`src/rtl/multi_shift_engine_if.sv`:
```
// Bundle of control, data and status signals for multi_shift_engine.
// master drives commands, slave is the engine.
interface multi_shift_engine_if #(
   parameter int WIDTH = 8,
   parameter int AMT_W = 3
);
   logic             load;
   logic [WIDTH-1:0] load_value;
   logic             shift_left;
   logic             shift_right;
   logic             serial_in;
   logic             start;
   logic [2:0]       mode;
   logic [AMT_W-1:0] amount;
   logic [WIDTH-1:0] current_value;
   logic             serial_out;
   logic             busy;
   logic             done;

   modport master (
      output load, load_value, shift_left, shift_right,
      output serial_in, start, mode, amount,
      input  current_value, serial_out, busy, done
   );

   modport slave (
      input  load, load_value, shift_left, shift_right,
      input  serial_in, start, mode, amount,
      output current_value, serial_out, busy, done
   );
endinterface

```
`src/rtl/multi_shift_engine.sv`:
```
// Universal shift register with a multi-cycle shift-by-amount engine.
// Load, single steps in IDLE, and a start/busy/done command.
module multi_shift_engine #(
   parameter int               WIDTH       = 8,
   parameter int               AMT_W       = 3,
   parameter logic [WIDTH-1:0] RESET_VALUE = '0
) (
   input  logic                  i_clk,
   input  logic                  i_rst,
   multi_shift_engine_if.slave   io_if
);
   typedef enum logic [1:0] {
      S_IDLE,
      S_SHIFT,
      S_DONE
   } state_t;

   localparam logic [2:0] M_LSL = 3'd0;
   localparam logic [2:0] M_LSR = 3'd1;
   localparam logic [2:0] M_ASR = 3'd2;
   localparam logic [2:0] M_ROL = 3'd3;
   localparam logic [2:0] M_ROR = 3'd4;

   state_t           r_state, w_state_nx;
   logic [WIDTH-1:0] r_val, w_val_nx;
   logic             r_sout, w_sout_nx;
   logic [2:0]       r_mode, w_mode_nx;
   logic [AMT_W-1:0] r_cnt, w_cnt_nx;
   logic             r_fill, w_fill_nx;
   logic [WIDTH:0]   w_res;

   // One step; result is {bit shifted out, new value}, modes 5-7 hold
   function automatic logic [WIDTH:0] f_step(
      input logic [2:0]       m,
      input logic             f,
      input logic [WIDTH-1:0] v,
      input logic             so
   );
      logic [WIDTH:0] r;
      r = {so, v};
      case (m)
         M_LSL:   r = {v[WIDTH-1], v[WIDTH-2:0], f};
         M_LSR:   r = {v[0], f, v[WIDTH-1:1]};
         M_ASR:   r = {v[0], v[WIDTH-1], v[WIDTH-1:1]};
         M_ROL:   r = {v[WIDTH-1], v[WIDTH-2:0], v[WIDTH-1]};
         M_ROR:   r = {v[0], v[0], v[WIDTH-1:1]};
         default: r = {so, v};
      endcase
      return r;
   endfunction

   always_comb begin
      w_state_nx = r_state;
      w_val_nx   = r_val;
      w_sout_nx  = r_sout;
      w_mode_nx  = r_mode;
      w_cnt_nx   = r_cnt;
      w_fill_nx  = r_fill;
      w_res      = {r_sout, r_val};
      if (io_if.load) begin
         w_val_nx   = io_if.load_value;
         w_state_nx = S_IDLE;
      end else begin
         unique case (r_state)
            S_IDLE: begin
               if (io_if.start) begin
                  w_mode_nx  = io_if.mode;
                  w_cnt_nx   = io_if.amount;
                  w_fill_nx  = io_if.serial_in;
                  w_state_nx = (io_if.amount != '0) ? S_SHIFT : S_DONE;
               end else if (io_if.shift_left) begin
                  w_res = f_step(M_LSL, io_if.serial_in, r_val, r_sout);
                  {w_sout_nx, w_val_nx} = w_res;
               end else if (io_if.shift_right) begin
                  w_res = f_step(M_LSR, io_if.serial_in, r_val, r_sout);
                  {w_sout_nx, w_val_nx} = w_res;
               end
            end
            S_SHIFT: begin
               w_res = f_step(r_mode, r_fill, r_val, r_sout);
               {w_sout_nx, w_val_nx} = w_res;
               w_cnt_nx = r_cnt - AMT_W'(1);
               if (r_cnt == AMT_W'(1)) w_state_nx = S_DONE;
            end
            S_DONE: w_state_nx = S_IDLE;
            default: w_state_nx = S_IDLE;
         endcase
      end
   end

   always_ff @(posedge i_clk) begin
      if (i_rst) begin
         r_state <= S_IDLE;
         r_val   <= RESET_VALUE;
         r_sout  <= 1'b0;
         r_mode  <= '0;
         r_cnt   <= '0;
         r_fill  <= 1'b0;
      end else begin
         r_state <= w_state_nx;
         r_val   <= w_val_nx;
         r_sout  <= w_sout_nx;
         r_mode  <= w_mode_nx;
         r_cnt   <= w_cnt_nx;
         r_fill  <= w_fill_nx;
      end
   end

   assign io_if.current_value = r_val;
   assign io_if.serial_out    = r_sout;
   assign io_if.busy          = (r_state != S_IDLE);
   assign io_if.done          = (r_state == S_DONE);
endmodule

```
`src/flat_wrapper.sv`:
```
// flat-port wrapper written by rule: the top's interface ports become plain ports
module multi_shift_engine_flat 
#(
   parameter int               WIDTH       = 8,
   parameter int               AMT_W       = 3,
   parameter logic [WIDTH-1:0] RESET_VALUE = '0
)
  (i_clk, i_rst, io_if_load, io_if_load_value, io_if_shift_left, io_if_shift_right, io_if_serial_in, io_if_start, io_if_mode, io_if_amount, io_if_current_value, io_if_serial_out, io_if_busy, io_if_done);
  multi_shift_engine_if #(.WIDTH(WIDTH), .AMT_W(AMT_W)) io_if_i ();
  input  logic i_clk;
  input  logic i_rst;
  input wire logic [$bits(io_if_i.load)-1:0] io_if_load;
  input wire logic [$bits(io_if_i.load_value)-1:0] io_if_load_value;
  input wire logic [$bits(io_if_i.shift_left)-1:0] io_if_shift_left;
  input wire logic [$bits(io_if_i.shift_right)-1:0] io_if_shift_right;
  input wire logic [$bits(io_if_i.serial_in)-1:0] io_if_serial_in;
  input wire logic [$bits(io_if_i.start)-1:0] io_if_start;
  input wire logic [$bits(io_if_i.mode)-1:0] io_if_mode;
  input wire logic [$bits(io_if_i.amount)-1:0] io_if_amount;
  output wire logic [$bits(io_if_i.current_value)-1:0] io_if_current_value;
  output wire logic [$bits(io_if_i.serial_out)-1:0] io_if_serial_out;
  output wire logic [$bits(io_if_i.busy)-1:0] io_if_busy;
  output wire logic [$bits(io_if_i.done)-1:0] io_if_done;
  assign io_if_i.load = io_if_load;
  assign io_if_i.load_value = io_if_load_value;
  assign io_if_i.shift_left = io_if_shift_left;
  assign io_if_i.shift_right = io_if_shift_right;
  assign io_if_i.serial_in = io_if_serial_in;
  assign io_if_i.start = io_if_start;
  assign io_if_i.mode = io_if_mode;
  assign io_if_i.amount = io_if_amount;
  assign io_if_current_value = io_if_i.current_value;
  assign io_if_serial_out = io_if_i.serial_out;
  assign io_if_busy = io_if_i.busy;
  assign io_if_done = io_if_i.done;
  multi_shift_engine #(.WIDTH(WIDTH), .AMT_W(AMT_W), .RESET_VALUE(RESET_VALUE)) u_core (.i_clk(i_clk), .i_rst(i_rst), .io_if(io_if_i));
endmodule
```
`config.mk`:
```
export PLATFORM = sky130hd
export DESIGN_NAME = multi_shift_engine_flat
export DESIGN_NICKNAME = d
export VERILOG_FILES = /design/src/rtl/multi_shift_engine_if.sv /design/src/rtl/multi_shift_engine.sv /design/src/flat_wrapper.sv
export SDC_FILE = /design/constraint.sdc
export NUM_CORES = 1
export LEC_CHECK = 0
export CAP_MARGIN = 25
export CORE_MARGIN = 1.5
export CORE_UTILIZATION = 30
export CTS_CLUSTER_SIZE = 28
export DETAILED_ROUTE_END_ITERATION = 7
export MAX_ROUTING_LAYER = met4
export PLACE_DENSITY_LB_ADDON = 0.1
export SETUP_SLACK_MARGIN = 0.4
export SYNTH_ARGS = -nofsm -noshare
export SYNTH_HDL_FRONTEND = slang
export SYNTH_SLANG_ARGS = --single-unit
```
`constraint.sdc`:
```
create_clock -name i_clk -period 3.5 [get_ports i_clk]
set_clock_uncertainty 0.1 [all_clocks]
set_input_delay 0.7 -clock i_clk [delete_from_list [all_inputs] [get_ports i_clk]]
set_output_delay 0.7 -clock i_clk [all_outputs]
set_load 0.03 [all_outputs]
```
==> results of run 1 <==
==> per-stage QoR <==
stage	cells	total power, mW	hold slack (ps)
3_3_place_gp	204	0.389	386
4_1_cts	208	0.567	414
3_5_place_dp	204	0.391	404
6_report	208	0.558	410
5_1_grt	208	0.590	436
2_1_floorplan	135	0.335	366
==> cell type report <==
type,instances,share of cell area (%)
multi-input cells,99,47.3
flip-flops and latches,18,23.2
repair buffers,32,20.5
well taps,48,3.86
clock buffers,4,3.54
inverters,7,1.69
==> power by group through the flow <==
stage	Combinational [mW]	Clock (mW)	Sequential, mW
4_1_cts	0.150	0.180	0.237
6_report	0.148	0.172	0.237
3_3_place_gp	0.147	0	0.242
3_5_place_dp	0.149	0	0.242
5_1_grt	0.162	0.188	0.240
2_1_floorplan	0.0838	0	0.251
==> cell families after synthesis <==
kind of cell | share of synthesized area [%]
buf+inv | 7.50
fa+ha+maj | 2.11
simple gates | 21.1
xor+xnor | 1.48
compound gates | 24.3
flops | 30.4
mux | 13.0
==> per-layer routing <==
metal  up-vias  track usage (%)  share of wire, %
li1        545                -                 -
met3         4             2.90               3.9
met4         0             6.25               1.3
met1       515             17.9                46
met2        20             24.9                49
met5         -                -                 0
==> critical path: stages <==
cell	delay (ps)
clkdlybuf4s50_1	520
nor3_1	420
nor3_4	70
a21oi_4	250
or3_1	380
o221ai_2	150
==> state kept, by name, summed over array words and instances (netlist names) <==
register,count
u_core.io_if.current_value,8
u_core.r_cnt,3
u_core.r_mode,3
u_core.r_state,2
u_core.io_if.serial_out,1
u_core.r_fill,1
==> layout by cell type (no fill, tap or decap), types with 2 or more instances in the layout <==
master / instances
clkbuf_8: 4
ha_1: 2
o21ai_1: 2
mux2i_1: 12
o221ai_1: 2
nor3_1: 3
o21ai_0: 6
o221ai_2: 6
dfxtp_1: 18
inv_1: 7
nor4_1: 2
nor2b_1: 2
a21oi_1: 6
nand2_1: 9
a211oi_1: 3
clkdlybuf4s50_1: 31
nor2_1: 12
mux2_2: 3
nand3_1: 6
==> final timing paths <==
check                           cells after the start                      startpoint                                          to  slack (ps)
worst max-delay path                                6                io_if_shift_left  u_core.io_if.current_value[2]$_SDFFE_PP0P_        1030
worst min-delay path                                1    u_core.r_cnt[0]$_SDFFE_PP0P_                u_core.r_cnt[0]$_SDFFE_PP0P_         410
worst max register to register                      5  u_core.r_state[1]$_SDFFE_PP0P_  u_core.io_if.current_value[2]$_SDFFE_PP0P_        1290
worst min register to register                      1    u_core.r_cnt[0]$_SDFFE_PP0P_                u_core.r_cnt[0]$_SDFFE_PP0P_         410
==> impl_metrics.csv, run 1 <==
group,metric,value,unit
timing,hold_violations,0,
power,p_per_area,359,nW/um^2
placement,pre_cts_ws,774,ps
power,pwr-share-clk,30.9,%
clock_tree,cts_num_sinks,18,
worst_setup_path,critical_path_class,"input port to flop",
timing,setup_viol,0,
synthesis,ys.warnings.count,0,
power,swShare,29.7,%
power,power.internal,0.392,mW
flow_run,maxCapViolCount,0,
layout,nets,184,
power,pwr-share-comb,26.6,%
run_status,status,"finished, final reports clean",
global_routing,grt_max_degree,17,
timing,relSlewSlack,54.8,%
placement,routabilityCongestion,0.794,
worst_setup_path,required,3540,ps
power,ir_drop,0.0950,mV
layout,final_core_util,41.8,%
global_routing,grt_overflow,0,
worst_hold_path,hp-class,"flop to flop",
detailed_routing,drt_first_pass_iters,4,
detailed_routing,ant_nets,0,
synthesis,yosysTopAreaCell,"dfxtp_1",
clock_tree,clk_latency,250,ps
synthesis,synth.ff_latch_count,18,
synthesis,synthCells,135,
power,p_switching,0.165,mW
layout,multi_input_area,734,um^2
worst_setup_path,arrival,2500,ps
timing,max_freq,406,MHz
layout,drive_gt1_share,11.9,%
synthesis,synth_nets,158,
clock_tree,cts_tree,"yes",
timing,drv_slew,0,
global_routing,grt_pass1_wl,4880,um
worst_setup_path,endpoint_kind,"flop",
detailed_routing,drc,0,
clock_tree,cts_resized,0,
floorplanning,ioPinCount,32,
detailed_routing,vias,1084,
power,p_leak,0.559,nW
synthesis,ys_seq_area_share,30.4,%
global_routing,grt.total_usage,15.1,%
floorplanning,dieArea,4330,um^2
clock_tree,clock-root-buffer,"clkbuf_8",
synthesis,netlist_top_cells_count,"dfxtp_1, mux2i_1, nor2_1",
synthesis,synth_edf_count,0,
floorplanning,die_h,65.8,um
global_routing,grt_pass1_vias,1036,
clock_tree,numCtsBuffers,3,
worst_setup_path,crit_path_max_fanout,9,
timing,fin_crit,2470,ps
layout,design_area,1550,um^2
clock_tree,clk_pin_slew_worst_paths,70,ps
timing,period_share,70.4,%
timing,tns,0,ps
synthesis,synth_area,1180,um^2
floorplanning,rows,22,
clock_tree,htree_levels,1,
layout,antennaDiodeCount,0,
detailed_routing,wirelength,2880,um
detailed_routing,via_per_inst,5.21,
detailed_routing,avgRoutedWirePerCell,13.8,um
synthesis,synth_area_leaders,"dfxtp_1, mux2i_1, o221ai_2",
synthesis,synthFlopType,"dfxtp_1",
power,seqPwrFrac,42.6,%
layout,syn2layout_area_growth,31.3,%
floorplanning,core_area,3720,um^2
global_routing,antenna_found_initial,0,
placement,dp_hpwl,2210,um
timing,rsz0062_at_grt,"no",
clock_tree,cts_buffer_depth,2,
layout,fill_cells,377,
clock_tree,holdBufCountCts,0,
synthesis,synthArstFlopShare,0,%
timing,finalWorstSetupSlack,1030,ps
placement,port_buffers,31,
synthesis,avgSynthCellArea,8.77,um^2
synthesis,yosysMostFrequentCell,"dfxtp_1",
floorplanning,die_w,65.8,um
synthesis,synth.distinct_cells,44,
detailed_routing,first_iter_violations,57,
clock_tree,cts_setup_buffers,0,
layout,regArea,360,um^2
placement,dpl_cell_area,1500,um^2
worst_setup_path,start_kind,"input port",
floorplanning,start_util,31.9,%
synthesis,synthDominantCellAreaShare,30.4,%
timing,max_slew.worst_pin.slew,671,ps
(Power assumes the default switching activity.)
==> inputs of run 2 (changes only) <==
==> constraint.sdc (replaced) <==
create_clock -name i_clk -period 2.55 [get_ports i_clk]
set_clock_uncertainty 0.1 [all_clocks]
set_input_delay 0.51 -clock i_clk [delete_from_list [all_inputs] [get_ports i_clk]]
set_output_delay 0.51 -clock i_clk [all_outputs]
set_load 0.03 [all_outputs]
==> run 2 against run 1 <==
Against the previous run:
- sequential share of layout area fell by 0.48 points
- sequential power rose by 37%
- final area rose by 2.8%
- global-route usage rose by 0.34 points
- first-iteration DRC count rose by 3.5%
- via count fell by 1.0%
- register-to-register slack got worse by 540 ps
- wire length rose by 0.83%
- hold slack improved by 0.90 ps
- non-clock buffer count rose by 5
- flip-flop and latch count did not move
- final cell count rose by 2.4%
- critical path type is now flop to output pin
- critical endpoint is now io_if_done
- largest cell class unchanged
- largest power group unchanged
==> impl_metrics.csv, run 2 (synthesis results as in run 1) <==
group,metric,value,unit
layout,nets,189,
layout,antennaDiodeCount,0,
layout,multi_input_area,739,um^2
clock_tree,htree_levels,1,
timing,relSlewSlack,58.8,%
power,ir_drop,0.172,mV
timing,rsz0062_at_grt,"yes",
floorplanning,core_area,3720,um^2
detailed_routing,ant_nets,0,
detailed_routing,first_iter_violations,59,
clock_tree,cts_num_sinks,18,
placement,port_buffers,31,
worst_setup_path,reg2regPathDepth,5,
flow_run,maxCapViolCount,0,
worst_setup_path,required,1940,ps
run_status,status,"finished, final reports clean",
detailed_routing,drt_first_pass_iters,4,
power,pwr-share-clk,31.3,%
clock_tree,clk_latency,260,ps
clock_tree,clk_pin_slew_worst_paths,80,ps
floorplanning,start_util,31.9,%
power,p_leak,0.588,nW
detailed_routing,drc,0,
global_routing,grt_overflow,0,
timing,period_share,82.3,%
clock_tree,numCtsBuffers,3,
timing,fin_crit,2100,ps
worst_hold_path,hp-class,"flop to flop",
placement,routabilityCongestion,0.789,
power,power.internal,0.544,mW
clock_tree,cts_setup_buffers,0,
worst_setup_path,endpoint_kind,"output pin",
global_routing,grt_pass1_vias,1072,
timing,drv_slew,0,
timing,hold_violations,0,
worst_setup_path,critical_path_class,"flop to output pin",
power,pwr-share-comb,26.9,%
layout,syn2layout_area_growth,35.0,%
floorplanning,die_w,65.8,um
global_routing,grt_pass1_wl,5000,um
floorplanning,rows,22,
layout,largest_register_ffs,8,
power,seqPwrFrac,41.7,%
layout,design_area,1600,um^2
placement,dp_hpwl,2200,um
clock_tree,holdBufCountCts,0,
layout,regArea,363,um^2
layout,mostFrequentLayoutCells,"clkdlybuf4s50_1, dfxtp_1, nor2_1, mux2i_1, nand2_1",
floorplanning,dieArea,4330,um^2
layout,fill_cells,396,
power,finalPower,0.780,mW
timing,max_slew.worst_pin.slew,611,ps
global_routing,antenna_found_initial,0,
detailed_routing,avgRoutedWirePerCell,13.6,um
placement,dpl_cell_area,1540,um^2
layout,drive_gt1_share,16.4,%
global_routing,grt_max_degree,13,
clock_tree,cts_buffer_depth,2,
layout,final_core_util,43.0,%
timing,tns,0,ps
worst_setup_path,arrival,1490,ps
worst_setup_path,start_kind,"flop",
floorplanning,ioPinCount,32,
timing,setup_viol,0,
detailed_routing,vias,1073,
worst_setup_path,crit_path_max_fanout,9,
detailed_routing,via_per_inst,5.04,
power,p_per_area,488,nW/um^2
floorplanning,die_h,65.8,um
timing,max_freq,476,MHz
clock_tree,clock-root-buffer,"clkbuf_8",
worst_hold_path,min_path_cells,1,
global_routing,grt.total_usage,15.4,%
power,p_switching,0.236,mW
power,swShare,30.2,%
layout,final_common_cell,"clkdlybuf4s50_1",
detailed_routing,wirelength,2900,um
clock_tree,cts_tree,"yes",
timing,finalWorstSetupSlack,451,ps
placement,pre_cts_ws,216,ps
run 2: changes by cell type in the layout (fill, tap and decap cells not counted):
| cell | before | now |
|---|---|---|
| or3_4 | 0 | 1 |
| buf_4 | 1 | 6 |
| dfxtp_1 | 18 | 16 |
| dfxtp_2 | 0 | 2 |
| dlygate4sd2_1 | 0 | 1 |
| clkdlybuf4s50_1 | 31 | 30 |
| or3_1 | 1 | 0 |
run 2: routing by layer:
metal | track usage, % | vias to the layer above | part of all wire, %
li1 | - | 552 | -
met1 | 20.1 | 489 | 48
met2 | 23.7 | 30 | 46
met3 | 3.24 | 2 | 4.8
met4 | 5.21 | 0 | 0.72
met5 | - | - | 0
run 2: power groups by stage:
| stage | Sequential, mW | Clock (mW) | Combinational [mW] |
|---|---|---|---|
| after floorplan | 0.345 | 0 | 0.115 |
| after CTS | 0.326 | 0.249 | 0.211 |
| after detailed placement | 0.332 | 0 | 0.210 |
| final | 0.325 | 0.244 | 0.210 |
| after global routing | 0.330 | 0.264 | 0.229 |
| after global placement | 0.332 | 0 | 0.210 |
run 2: per-stage QoR:
step                std cells  hold slack, ps
floorplan                 135             366
global placement          209             390
detailed placement        209             406
CTS                       213             416
global route              213             436
finish                    213             411
run 2: timing repair:
action,4_1_cts,5_1_grt
gates cloned,0,0
endpoints found under the hold margin,0,0
resized for setup,2,2
setup endpoints to repair,2,5
run 2: final timing paths:
check | from | to | slack, ps
max | u_core.r_state[1]$_SDFFE_PP0P_ | io_if_done | 450
min | u_core.r_cnt[0]$_SDFFE_PP0P_ | u_core.r_cnt[0]$_SDFFE_PP0P_ | 410
max reg2reg | u_core.r_mode[0]$_SDFFE_PP0P_ | u_core.io_if.current_value[5]$_SDFFE_PP0P_ | 750
min reg2reg | u_core.r_cnt[0]$_SDFFE_PP0P_ | u_core.r_cnt[0]$_SDFFE_PP0P_ | 410
run 2: critical path: stages, from the launching register on:
cell and delay (ps):
dfxtp_2 430, and2b_1 140, clkdlybuf4s50_1 660
run 2: layout make-up:
type                       count  share of cell area [%]
inverter                       7                    1.64
tap                           48                    3.76
sequential                    18                    22.7
multi-input combinational     99                    46.3
clock buffer                   4                    3.45
timing repair buffer          37                    22.2
==> inputs of run 3 (changes only) <==
==> constraint.sdc (replaced) <==
create_clock -name i_clk -period 1.76 [get_ports i_clk]
set_clock_uncertainty 0.1 [all_clocks]
set_input_delay 0.352 -clock i_clk [delete_from_list [all_inputs] [get_ports i_clk]]
set_output_delay 0.352 -clock i_clk [all_outputs]
set_load 0.03 [all_outputs]
==> run 3 against run 2 <==
Against the previous run:
- combinational power rose by 78%
- first-iteration DRC count fell by 34%
- sequential share of layout area fell by 2.3 points
- clock power rose by 44%
- final area rose by 16%
==> impl_metrics.csv, run 3 (synthesis results as in run 1) <==
group,metric,value,unit
run_status,status,"finished, final reports clean",
clock_tree,clk_latency,260,ps
detailed_routing,avgRoutedWirePerCell,13.5,um
layout,stdcell_count,236,
timing,period_share,92.3,%
floorplanning,die_w,65.8,um
layout,final_common_cell,"buf_4",
global_routing,grt_pass1_vias,1127,
worst_setup_path,arrival,1710,ps
worst_setup_path,critPathMaxStageDelay,400,ps
placement,port_buffers,31,
clock_tree,clk_pin_slew_worst_paths,70,ps
worst_setup_path,required,1840,ps
worst_setup_path,endpoint_kind,"flop",
detailed_routing,ant_nets,0,
timing,max_slew.worst_pin.slew,323,ps
timing,relSlewSlack,78.3,%
clock_tree,cts_num_sinks,18,
worst_setup_path,crit_slowest_cell,"or3_4",
layout,multi_input_area,817,um^2
layout,nets,212,
global_routing,grt_pass1_wl,5160,um
worst_setup_path,critical_path_class,"flop to flop",
global_routing,grt.total_usage,15.8,%
flow_run,maxCapViolCount,0,
floorplanning,die_h,65.8,um
layout,largest_register_ffs,8,
timing,drv_slew,0,
floorplanning,rows,22,
global_routing,antenna_found_initial,0,
clock_tree,numCtsBuffers,3,
clock_tree,htree_levels,1,
detailed_routing,drt_first_pass_iters,4,
floorplanning,start_util,31.9,%
timing,setup_viol,0,
worst_setup_path,crit_path_max_fanout,6,
layout,syn2layout_area_growth,56.2,%
detailed_routing,vias,1207,
placement,dp_hpwl,2270,um
layout,antennaDiodeCount,0,
clock_tree,cts_buffer_depth,2,
placement,routabilityCongestion,0.809,
worst_setup_path,critical_path_buf_inv_count,1,
detailed_routing,wl_met3,177,um
worst_hold_path,hp-class,"flop to flop",
global_routing,grt_overflow,0,
detailed_routing,drc,0,
power,p_leak,0.756,nW
placement,dpl_cell_area,1680,um^2
detailed_routing,wl_met2,1570,um
layout,mostFrequentLayoutCells,"buf_4, clkdlybuf4s50_1, nor2_1, mux2i_1, dfxtp_1",
timing,rsz0062_at_grt,"yes",
timing,hold_ws,410,ps
worst_setup_path,path_cells,"nor3_2 -> buf_4 -> nor3_4 -> a21oi_4 -> or3_4 -> o221ai_2",
floorplanning,core_area,3720,um^2
layout,design_area,1850,um^2
layout,fill_cells,363,
worst_setup_path,crit_family,"simple AND/OR/NAND/NOR gates",
layout,regArea,378,um^2
power,ir_drop,0.273,mV
floorplanning,ioPinCount,32,
clock_tree,cts_tree,"yes",
detailed_routing,via_per_inst,5.11,
timing,tns,0,ps
timing,max_freq,616,MHz
power,p_per_area,641,nW/um^2
timing,fin_crit,1620,ps
placement,numPlacedInstances,223,
clock_tree,holdBufCountCts,0,
detailed_routing,first_iter_violations,39,
layout,drive_gt1_share,41.0,%
worst_setup_path,start_kind,"flop",
timing,hold_violations,0,
clock_tree,clock-root-buffer,"clkbuf_8",
detailed_routing,highest_layer,"met4",
power,finalPower,1.19,mW
detailed_routing,wirelength,3190,um
layout,final_core_util,49.8,%
detailed_routing,wl_met1,1420,um
floorplanning,dieArea,4330,um^2
placement,pre_cts_ws,-429,ps
global_routing,grt_max_degree,16,
timing,finalWorstSetupSlack,136,ps
-- run 3: changes by cell type in the layout (fill, tap and decap cells not counted), sizes merged --
cell	delta
buf	+33
clkdlybuf4s15	+1
clkdlybuf4s50	-14
dlygate4sd2	+3
-- run 3: report_power, final --
part	leakage, nW	switching (mW)	internal, mW
clock	0.0288	0.153	0.199
combinational	0.575	0.182	0.192
sequential	0.152	0.0268	0.433
total	0.756	0.362	0.824
-- run 3: cell type report --
class	instances	share of cell area (%)
clock buffers	4	2.98
well taps	48	3.25
inverters	7	1.42
multi-input cells	99	44.2
flip-flops and latches	18	20.4
repair buffers	60	27.7
-- run 3: worst register-to-register path, delay by kind of cell (launching register included) --
family	cells	cell delay [ps]
buffers and inverters	1	140
AOI/OAI and AO/OA	2	280
DFF	1	380
and+or+nand+nor	3	670
-- run 3: per-layer routing --
metal  GRT usage [%]  vias up
met4            5.47        0
met1            19.3      572
met2            26.4       31
met3            2.39        2
met5               -        -
li1                -      602
-- run 3: path summary, 6_finish.rpt --
path / endpoint / slack, ps / cells past startpoint / startpoint
max: u_core.io_if.current_value[2]$_SDFFE_PP0P_ / 140 / 6 / u_core.r_state[0]$_SDFFE_PP0P_
min: u_core.r_cnt[1]$_SDFFE_PP0P_ / 410 / 2 / u_core.r_cnt[1]$_SDFFE_PP0P_
max reg2reg: u_core.io_if.current_value[2]$_SDFFE_PP0P_ / 140 / 6 / u_core.r_state[0]$_SDFFE_PP0P_
min reg2reg: u_core.r_cnt[1]$_SDFFE_PP0P_ / 410 / 2 / u_core.r_cnt[1]$_SDFFE_PP0P_
-- run 3: what timing repair did --
| item | CTS | global route |
|---|---|---|
| endpoints found under the hold margin | 0 | 0 |
| gates resized for setup | 68 | 6 |
| pin swaps | 8 | 3 |
| endpoints found under the setup margin | 28 | 21 |
| setup buffers | 7 | 2 |
